File: src/rtl/axi_pkt_loopback_responder.sv
// Far-end loopback responder for the 64B user-IO AXI-stream link.
// Receives 8-beat x 64-bit packets, drops badly framed ones, stores good
// packets store-and-forward and retransmits them XORed with XOR_MASK.
module axi_pkt_loopback_responder #(
  parameter int unsigned PKT_DEPTH = 4,
  parameter logic [63:0] XOR_MASK  = 64'h0
) (
  input  logic        clk,
  input  logic        reset_n,
  input  logic        i_stat_chan_up,
  input  logic        i_axi_rx_tvalid,
  input  logic [63:0] i_axi_rx_tdata,
  input  logic [7:0]  i_axi_rx_tkeep,
  input  logic        i_axi_rx_tlast,
  output logic        o_axi_rx_tready,
  output logic        o_axi_tx_tvalid,
  output logic [63:0] o_axi_tx_tdata,
  output logic [7:0]  o_axi_tx_tkeep,
  output logic        o_axi_tx_tlast,
  input  logic        i_axi_tx_tready,
  output logic [15:0] o_pkt_ok_cnt,
  output logic [15:0] o_pkt_err_cnt
);

  localparam int unsigned SW = $clog2(PKT_DEPTH);
  localparam int unsigned CW = SW + 1;
  localparam int unsigned AW = SW + 3;
  localparam logic [SW-1:0] SLOT_ONE = SW'(1'b1);
  localparam logic [CW-1:0] CNT_ONE  = CW'(1'b1);
  localparam logic [CW-1:0] DEPTH_C  = CW'(PKT_DEPTH);

  typedef enum logic [1:0] {RX_IDLE = 2'd0, RX_PKT = 2'd1, RX_DROP = 2'd2} rx_state_e;
  typedef enum logic       {TX_IDLE = 1'b0, TX_SEND = 1'b1} tx_state_e;

  // Saturating increment for the packet statistics counters.
  function automatic logic [15:0] sat_inc(input logic [15:0] v);
    if (v == 16'hFFFF) sat_inc = v;
    else               sat_inc = v + 16'd1;
  endfunction

  rx_state_e     rx_state_q, rx_state_d;
  logic [2:0]    rx_beat_q, rx_beat_d;
  logic [SW-1:0] rx_slot_q, rx_slot_d;
  logic          bad_keep_q, bad_keep_d;
  logic [CW-1:0] pkt_cnt_q, pkt_cnt_d;
  logic [15:0]   ok_cnt_q, ok_cnt_d;
  logic [15:0]   err_cnt_q, err_cnt_d;
  tx_state_e     tx_state_q, tx_state_d;
  logic [2:0]    tx_beat_q, tx_beat_d;
  logic [SW-1:0] tx_slot_q, tx_slot_d;
  logic          tx_valid_q, tx_valid_d;
  logic [63:0]   tx_data_q, tx_data_d;
  logic [7:0]    tx_keep_q, tx_keep_d;
  logic          tx_last_q, tx_last_d;
  logic [63:0]   mem_q [0:PKT_DEPTH*8-1];

  logic          rx_ready_s, rx_acc_s, keep_bad_s;
  logic          mem_we_s, commit_s, drop_s, release_s;
  logic [AW-1:0] mem_waddr_s;
  logic [2:0]    tx_beat_nxt_s;

  // The drop state must keep draining even when the buffer is full.
  assign rx_ready_s = reset_n & i_stat_chan_up &
                      ((pkt_cnt_q < DEPTH_C) | (rx_state_q == RX_DROP));
  assign rx_acc_s   = i_axi_rx_tvalid & rx_ready_s;
  assign keep_bad_s = (i_axi_rx_tkeep != 8'hFF);

  // RX framing FSM: decides write position, commit or drop of each packet.
  always_comb begin
    rx_state_d  = rx_state_q;
    rx_beat_d   = rx_beat_q;
    bad_keep_d  = bad_keep_q;
    mem_we_s    = 1'b0;
    mem_waddr_s = {rx_slot_q, rx_beat_q};
    commit_s    = 1'b0;
    drop_s      = 1'b0;
    case (rx_state_q)
      RX_IDLE: begin
        if (rx_acc_s) begin
          mem_we_s    = 1'b1;
          mem_waddr_s = {rx_slot_q, 3'd0};
          if (i_axi_rx_tlast) begin
            drop_s = 1'b1;
          end else begin
            rx_state_d = RX_PKT;
            rx_beat_d  = 3'd1;
            bad_keep_d = keep_bad_s;
          end
        end else begin
          rx_beat_d = 3'd0;
        end
      end
      RX_PKT: begin
        if (rx_acc_s) begin
          mem_we_s = 1'b1;
          if (i_axi_rx_tlast) begin
            if ((rx_beat_q == 3'd7) && !(bad_keep_q | keep_bad_s)) commit_s = 1'b1;
            else                                                   drop_s   = 1'b1;
            rx_state_d = RX_IDLE;
            rx_beat_d  = 3'd0;
          end else if (rx_beat_q == 3'd7) begin
            rx_state_d = RX_DROP;
            rx_beat_d  = 3'd0;
          end else begin
            rx_beat_d  = rx_beat_q + 3'd1;
            bad_keep_d = bad_keep_q | keep_bad_s;
          end
        end else begin
          rx_beat_d = rx_beat_q;
        end
      end
      RX_DROP: begin
        if (rx_acc_s && i_axi_rx_tlast) begin
          drop_s     = 1'b1;
          rx_state_d = RX_IDLE;
        end else begin
          rx_state_d = RX_DROP;
        end
      end
      default: begin
        rx_state_d = RX_IDLE;
        rx_beat_d  = 3'd0;
      end
    endcase
  end

  // Slot pointer, occupancy and statistics next-state.
  always_comb begin
    rx_slot_d = commit_s ? (rx_slot_q + SLOT_ONE) : rx_slot_q;
    ok_cnt_d  = commit_s ? sat_inc(ok_cnt_q) : ok_cnt_q;
    err_cnt_d = drop_s ? sat_inc(err_cnt_q) : err_cnt_q;
    case ({commit_s, release_s})
      2'b10:   pkt_cnt_d = pkt_cnt_q + CNT_ONE;
      2'b01:   pkt_cnt_d = pkt_cnt_q - CNT_ONE;
      default: pkt_cnt_d = pkt_cnt_q;
    endcase
  end

  // TX FSM: loads the next registered beat from the buffer on each handshake.
  always_comb begin
    tx_state_d    = tx_state_q;
    tx_beat_d     = tx_beat_q;
    tx_slot_d     = tx_slot_q;
    tx_valid_d    = tx_valid_q;
    tx_data_d     = tx_data_q;
    tx_keep_d     = tx_keep_q;
    tx_last_d     = tx_last_q;
    release_s     = 1'b0;
    tx_beat_nxt_s = tx_beat_q + 3'd1;
    case (tx_state_q)
      TX_IDLE: begin
        if (pkt_cnt_q != {CW{1'b0}}) begin
          tx_state_d = TX_SEND;
          tx_beat_d  = 3'd0;
          tx_valid_d = 1'b1;
          tx_data_d  = mem_q[{tx_slot_q, 3'd0}] ^ XOR_MASK;
          tx_keep_d  = 8'hFF;
          tx_last_d  = 1'b0;
        end else begin
          tx_valid_d = 1'b0;
          tx_data_d  = 64'd0;
          tx_keep_d  = 8'h00;
          tx_last_d  = 1'b0;
        end
      end
      TX_SEND: begin
        if (i_axi_tx_tready) begin
          if (tx_beat_q == 3'd7) begin
            release_s  = 1'b1;
            tx_slot_d  = tx_slot_q + SLOT_ONE;
            tx_state_d = TX_IDLE;
            tx_beat_d  = 3'd0;
            tx_valid_d = 1'b0;
            tx_data_d  = 64'd0;
            tx_keep_d  = 8'h00;
            tx_last_d  = 1'b0;
          end else begin
            tx_beat_d = tx_beat_nxt_s;
            tx_data_d = mem_q[{tx_slot_q, tx_beat_nxt_s}] ^ XOR_MASK;
            tx_last_d = (tx_beat_nxt_s == 3'd7);
          end
        end else begin
          tx_state_d = TX_SEND;
        end
      end
      default: begin
        tx_state_d = TX_IDLE;
        tx_valid_d = 1'b0;
        tx_data_d  = 64'd0;
        tx_keep_d  = 8'h00;
        tx_last_d  = 1'b0;
      end
    endcase
  end

  // Control state: reset clears everything, link-down flush keeps the counters.
  always_ff @(posedge clk) begin
    if (!reset_n || !i_stat_chan_up) begin
      rx_state_q <= RX_IDLE;
      rx_beat_q  <= 3'd0;
      rx_slot_q  <= {SW{1'b0}};
      bad_keep_q <= 1'b0;
      pkt_cnt_q  <= {CW{1'b0}};
      tx_state_q <= TX_IDLE;
      tx_beat_q  <= 3'd0;
      tx_slot_q  <= {SW{1'b0}};
      tx_valid_q <= 1'b0;
      tx_data_q  <= 64'd0;
      tx_keep_q  <= 8'h00;
      tx_last_q  <= 1'b0;
      ok_cnt_q   <= reset_n ? ok_cnt_q : 16'd0;
      err_cnt_q  <= reset_n ? err_cnt_q : 16'd0;
    end else begin
      rx_state_q <= rx_state_d;
      rx_beat_q  <= rx_beat_d;
      rx_slot_q  <= rx_slot_d;
      bad_keep_q <= bad_keep_d;
      pkt_cnt_q  <= pkt_cnt_d;
      tx_state_q <= tx_state_d;
      tx_beat_q  <= tx_beat_d;
      tx_slot_q  <= tx_slot_d;
      tx_valid_q <= tx_valid_d;
      tx_data_q  <= tx_data_d;
      tx_keep_q  <= tx_keep_d;
      tx_last_q  <= tx_last_d;
      ok_cnt_q   <= ok_cnt_d;
      err_cnt_q  <= err_cnt_d;
    end
  end

  // Packet buffer: contents need no reset, occupancy is tracked by pkt_cnt_q.
  always_ff @(posedge clk) begin
    if (mem_we_s) begin
      mem_q[mem_waddr_s] <= i_axi_rx_tdata;
    end
  end

  assign o_axi_rx_tready = rx_ready_s;
  assign o_axi_tx_tvalid = tx_valid_q;
  assign o_axi_tx_tdata  = tx_data_q;
  assign o_axi_tx_tkeep  = tx_keep_q;
  assign o_axi_tx_tlast  = tx_last_q;
  assign o_pkt_ok_cnt    = ok_cnt_q;
  assign o_pkt_err_cnt   = err_cnt_q;

endmodule

File: config.mk
export PLATFORM = sky130hd
export DESIGN_NAME = axi_pkt_loopback_responder
export DESIGN_NICKNAME = d
export VERILOG_FILES = /design/src/rtl/axi_pkt_loopback_responder.sv
export SDC_FILE = /design/constraint.sdc
export NUM_CORES = 2
export LEC_CHECK = 0
export BUFFER_PORTS_ARGS = -buffer_cell sky130_fd_sc_hd__buf_2
export CORE_MARGIN = 2
export CORE_UTILIZATION = 41
export CTS_CLUSTER_DIAMETER = 120
export DETAILED_ROUTE_END_ITERATION = 10
export SYNTH_ARGS = -nofsm -noshare
export SYNTH_HDL_FRONTEND = slang
export SYNTH_SLANG_ARGS = --single-unit
File: constraint.sdc
create_clock -name clk -period 14.05 [get_ports clk]
set_input_delay 1.405 -clock clk [delete_from_list [all_inputs] [get_ports clk]]
set_output_delay 1.405 -clock clk [all_outputs]
set_load 0.02 [all_outputs]
==> metrics.md <==
| Metric | Value |
|---|---|
| Die span in x | `458 um` |
| Fmax | `slightly below 200 MHz` |
| CTS clk-pin slew, worst paths | `~60 ps` |
| Die ar. | `roughly 210000 um2` |
| Setup violators final | `0` |
| Final #Nets | `between 4000 and 5000` |
| Die Y-Extent | `458 um` |
| TritonCTS buffer count | `217` |
| Peak VDD IR | `~0.00013 V` |
| Count leader, synth | `edfxtp_1` |
| Top-level I/O count | `about 190` |
| Rel. slew slack | `16.1%` |
| Hold-critical path endpoint | `bad_keep_q` |
| Min cycle time layout | `between 5000 and 6000 ps` |
| Gr usage total | `22.0%` |
| Worst Skew | `47.1 ps` |
| First-pass GRT wire length | `approximately 330000 um` |
| Total number of vias | `approximately 43000` |
| Worst hold path depth | `2` |
| Sequential area share after synthesis | `between 70% and 80%` |
| Final Hold Slack | `around 480 ps` |
| Top cells by count, synth | `2080 x edfxtp_1, 534 x mux4_2, 137 x a21oi_1` |
| Clock Sinks | `2165` |
| Mapped Cells | `between 3000 and 4000` |
| Largest net degree at the start of global routing | `between 100 and 150` |
| Drt drc | `0` |
| Htree depth | `4` |
| Leak | `~30 nW` |
| Synth top area share | `roughly 74%` |
| Core area | `205000 um2` |
| TritonCTS clock tree | `yes` |
| R2R depth | `10` |
| Routability congestion estimate | `a little under 0.8` |
| Pwr per Cell Area | `around 130 nW/um2` |
| Crit path launch type | `flop` |
| Fin util | `around 47%` |
| Post-Route WL | `roughly 230000 um` |
| Hold-fix buffers, CTS | `0` |
| HPWL Detailed | `between 100000 and 150000 um` |
| Main synth FF type | `edfxtp_1` |
| Hold wc startpoint | `bad_keep_q` |
| Outcome | `finished, final reports clean` |
| Hold Path Class | `flop to flop` |
| Mean Syn Cell Area | `approximately 21 um2` |
| Ranking of synthesized cells by area | `edfxtp_1 74%, mux4_2 14%, dfxtp_1 2.0%` |
| Pin slew with the least headroom to its limit | `between 1000 and 1500 ps` |
| Worst reg2reg path endpoint | `o_axi_tx_tdata[50]` |
| Synth unique cells | `71` |
| Number of global-route vias before repair | `between 40000 and 50000` |
| Initial antenna violation count | `28` |
| Max-cap violations | `0` |
| Yosys reg bits | `about 2200` |
| Final worst-path cycle share | `between 30% and 40%` |
| Reg2reg start | `tx_beat_q[0]` |
| GRT Residual Overflow | `0` |
| Post-synth top area cell | `edfxtp_1` |
| Initial Util | `41.3%` |
| R2R setup slack | `about 9000 ps` |
| Root Buffer | `clkbuf_16` |
| Clock Latency Late Sink | `860 ps` |
| Max clock buf depth | `3` |
| Wire per inst | `32.5 um` |
| PortBufs | `approximately 180` |
| Layout cells sized above 1 | `28.4%` |
| Ys Warns | `0` |
| Final Hold Viols | `0` |
| Setup Buffers After CTS | `0` |
| Pins Over Slew Limit | `0` |
| Starting DRT DRC Count | `5350` |
| Rows | `around 170` |
| Crit. End Element | `flop` |
| Setup TNS | `0 ps` |
| Setup repair after global routing missed its margin | `false` |
| Cts repair resizes | `0` |
| Syn nets | `4089` |
| Critical path type | `flop to flop` |
| Worst Path Max Fanout | `55` |
| Pre-Repair DR Iteration Count | `5` |
| Ys async rst share | `0%` |
| Data arrival, critical path | `~6000 ps` |
| CP Data Required Time | `about 15000 ps` |
| Via-to-Cell Ratio | `~6.0` |
| Post-synth EDFFs | `2080` |
| Area growth syn-to-layout | `13.2%` |
| Post-route ant nets | `0` |
| Syn Std Cell Area | `approximately 85000 um2` |
power by group:
part,switching [W],leakage [nW],internal (W)
clock,0.00249,3.43,0.00323
sequential,0.00000952,19.4,0.00708
combinational,0.000114,7.19,0.0000230
layout by cell type (no fill, tap or decap), types with 11 or more instances in the layout:
cell and count:
a21oi_1 137, a22oi_1 112, inv_1 14, o221a_1 30
o211ai_1 15, o221a_2 22, clkbuf_16 220, clkinv_1 32
nand4_1 11, mux4_2 534, mux2i_1 89, edfxtp_1 2080
nand3_1 58, o221ai_1 17, nor2_4 12, a211oi_1 15
buf_2 184, clkbuf_8 21, and2_4 11, nand2_1 129
xor2_1 17, and3_1 11, bufinv_16 12, or3_1 14
nor2_1 56, mux2_2 42, clkinv_2 35, clkbuf_1 68
and2_1 13, a32oi_1 45, dfxtp_1 81, nor2b_1 15
buf_4 102, o21ai_0 24
worst max-delay path by stage:
stage                     depth (start not counted)                  to  slack (ps)         start
after CTS                                        10  o_axi_tx_tdata[50]        8990  tx_beat_q[0]
final                                            10  o_axi_tx_tdata[50]        8970  tx_beat_q[0]
after detailed placement                          8         mem_q[3][8]        8710       reset_n
after global placement                            8        mem_q[3][12]        8800       reset_n
after global routing                             10  o_axi_tx_tdata[52]        8780  tx_beat_q[0]
after floorplan                                   5         mem_q[9][0]        5360       reset_n
routing by layer:
metal  global-route usage [%]  vias up  share of wire [%]
met5                        0        -              0.041
met4                     6.08       16                2.6
met3                     5.24      386                8.8
met2                     35.0     2097                 48
met1                     30.5    23200                 41
li1                         -    17500                  -
critical path: stages, from the launching register on:
cell     delay [ps]
dfxtp_4         700
inv_2           280
ha_4            540
buf_4           620
buf_4           780
buf_4           760
mux4_2          410
mux2_2          270
nand2_1          70
nand3_1         130
o221a_2         260
kinds of logic (layout without fill, tap and decap cells):
logic type                 Yosys count  in the layout  share of synthesized area [%]
AOI/OAI and AO/OA                  480            480                           4.18
xor gates and xnor gates            25             25                          0.259
adders and majority gates           13             13                          0.201
buffers and inverters              265            718                           1.60
DFF                               2165           2165                           75.8
muxes                              665            665                           15.8
other                                0              6                              0
and+or+nand+nor                    385            385                           2.17
sequential cells by signal, summed over array words and instances (netlist names), named ones only:
name and cells:
mem_q 2048, o_pkt_err_cnt 16, o_pkt_ok_cnt 16, o_axi_tx_tkeep 1
tx_state_q 1, o_axi_tx_tlast 1, tx_beat_q 3, pkt_cnt_q 3
rx_state_q 2, bad_keep_q 1, rx_slot_q 2, o_axi_tx_tdata 64
tx_slot_q 2, rx_beat_q 3
area by class of cell:
| cell class | count | area, um2 |
|---|---|---|
| Antenna cell | 6 | 15.0 |
| Clock buffer | 309 | 6050 |
| Clock inverter | 103 | 1020 |
| Fill cell | 16800 | 109000 |
| Inverter | 16 | 65.1 |
| Multi-Input combinational cell | 1568 | 19400 |
| Sequential cell | 2165 | 64200 |
| Tap cell | 2688 | 3360 |
| Timing Repair Buffer | 290 | 1770 |
per-stage QoR:
step                cell area (um2)  std cells  worst slack, ps  power, W
floorplan                     84700       3998             5360   0.00725
global placement              88800       6727             8800   0.00736
detailed placement            88800       6727             8710   0.00736
CTS                           95900       7139             8990    0.0130
global route                  95900       7143             8780    0.0133
finish                        95900       7145             8970    0.0129
Note: power is estimated with default switching activity, not from simulation.
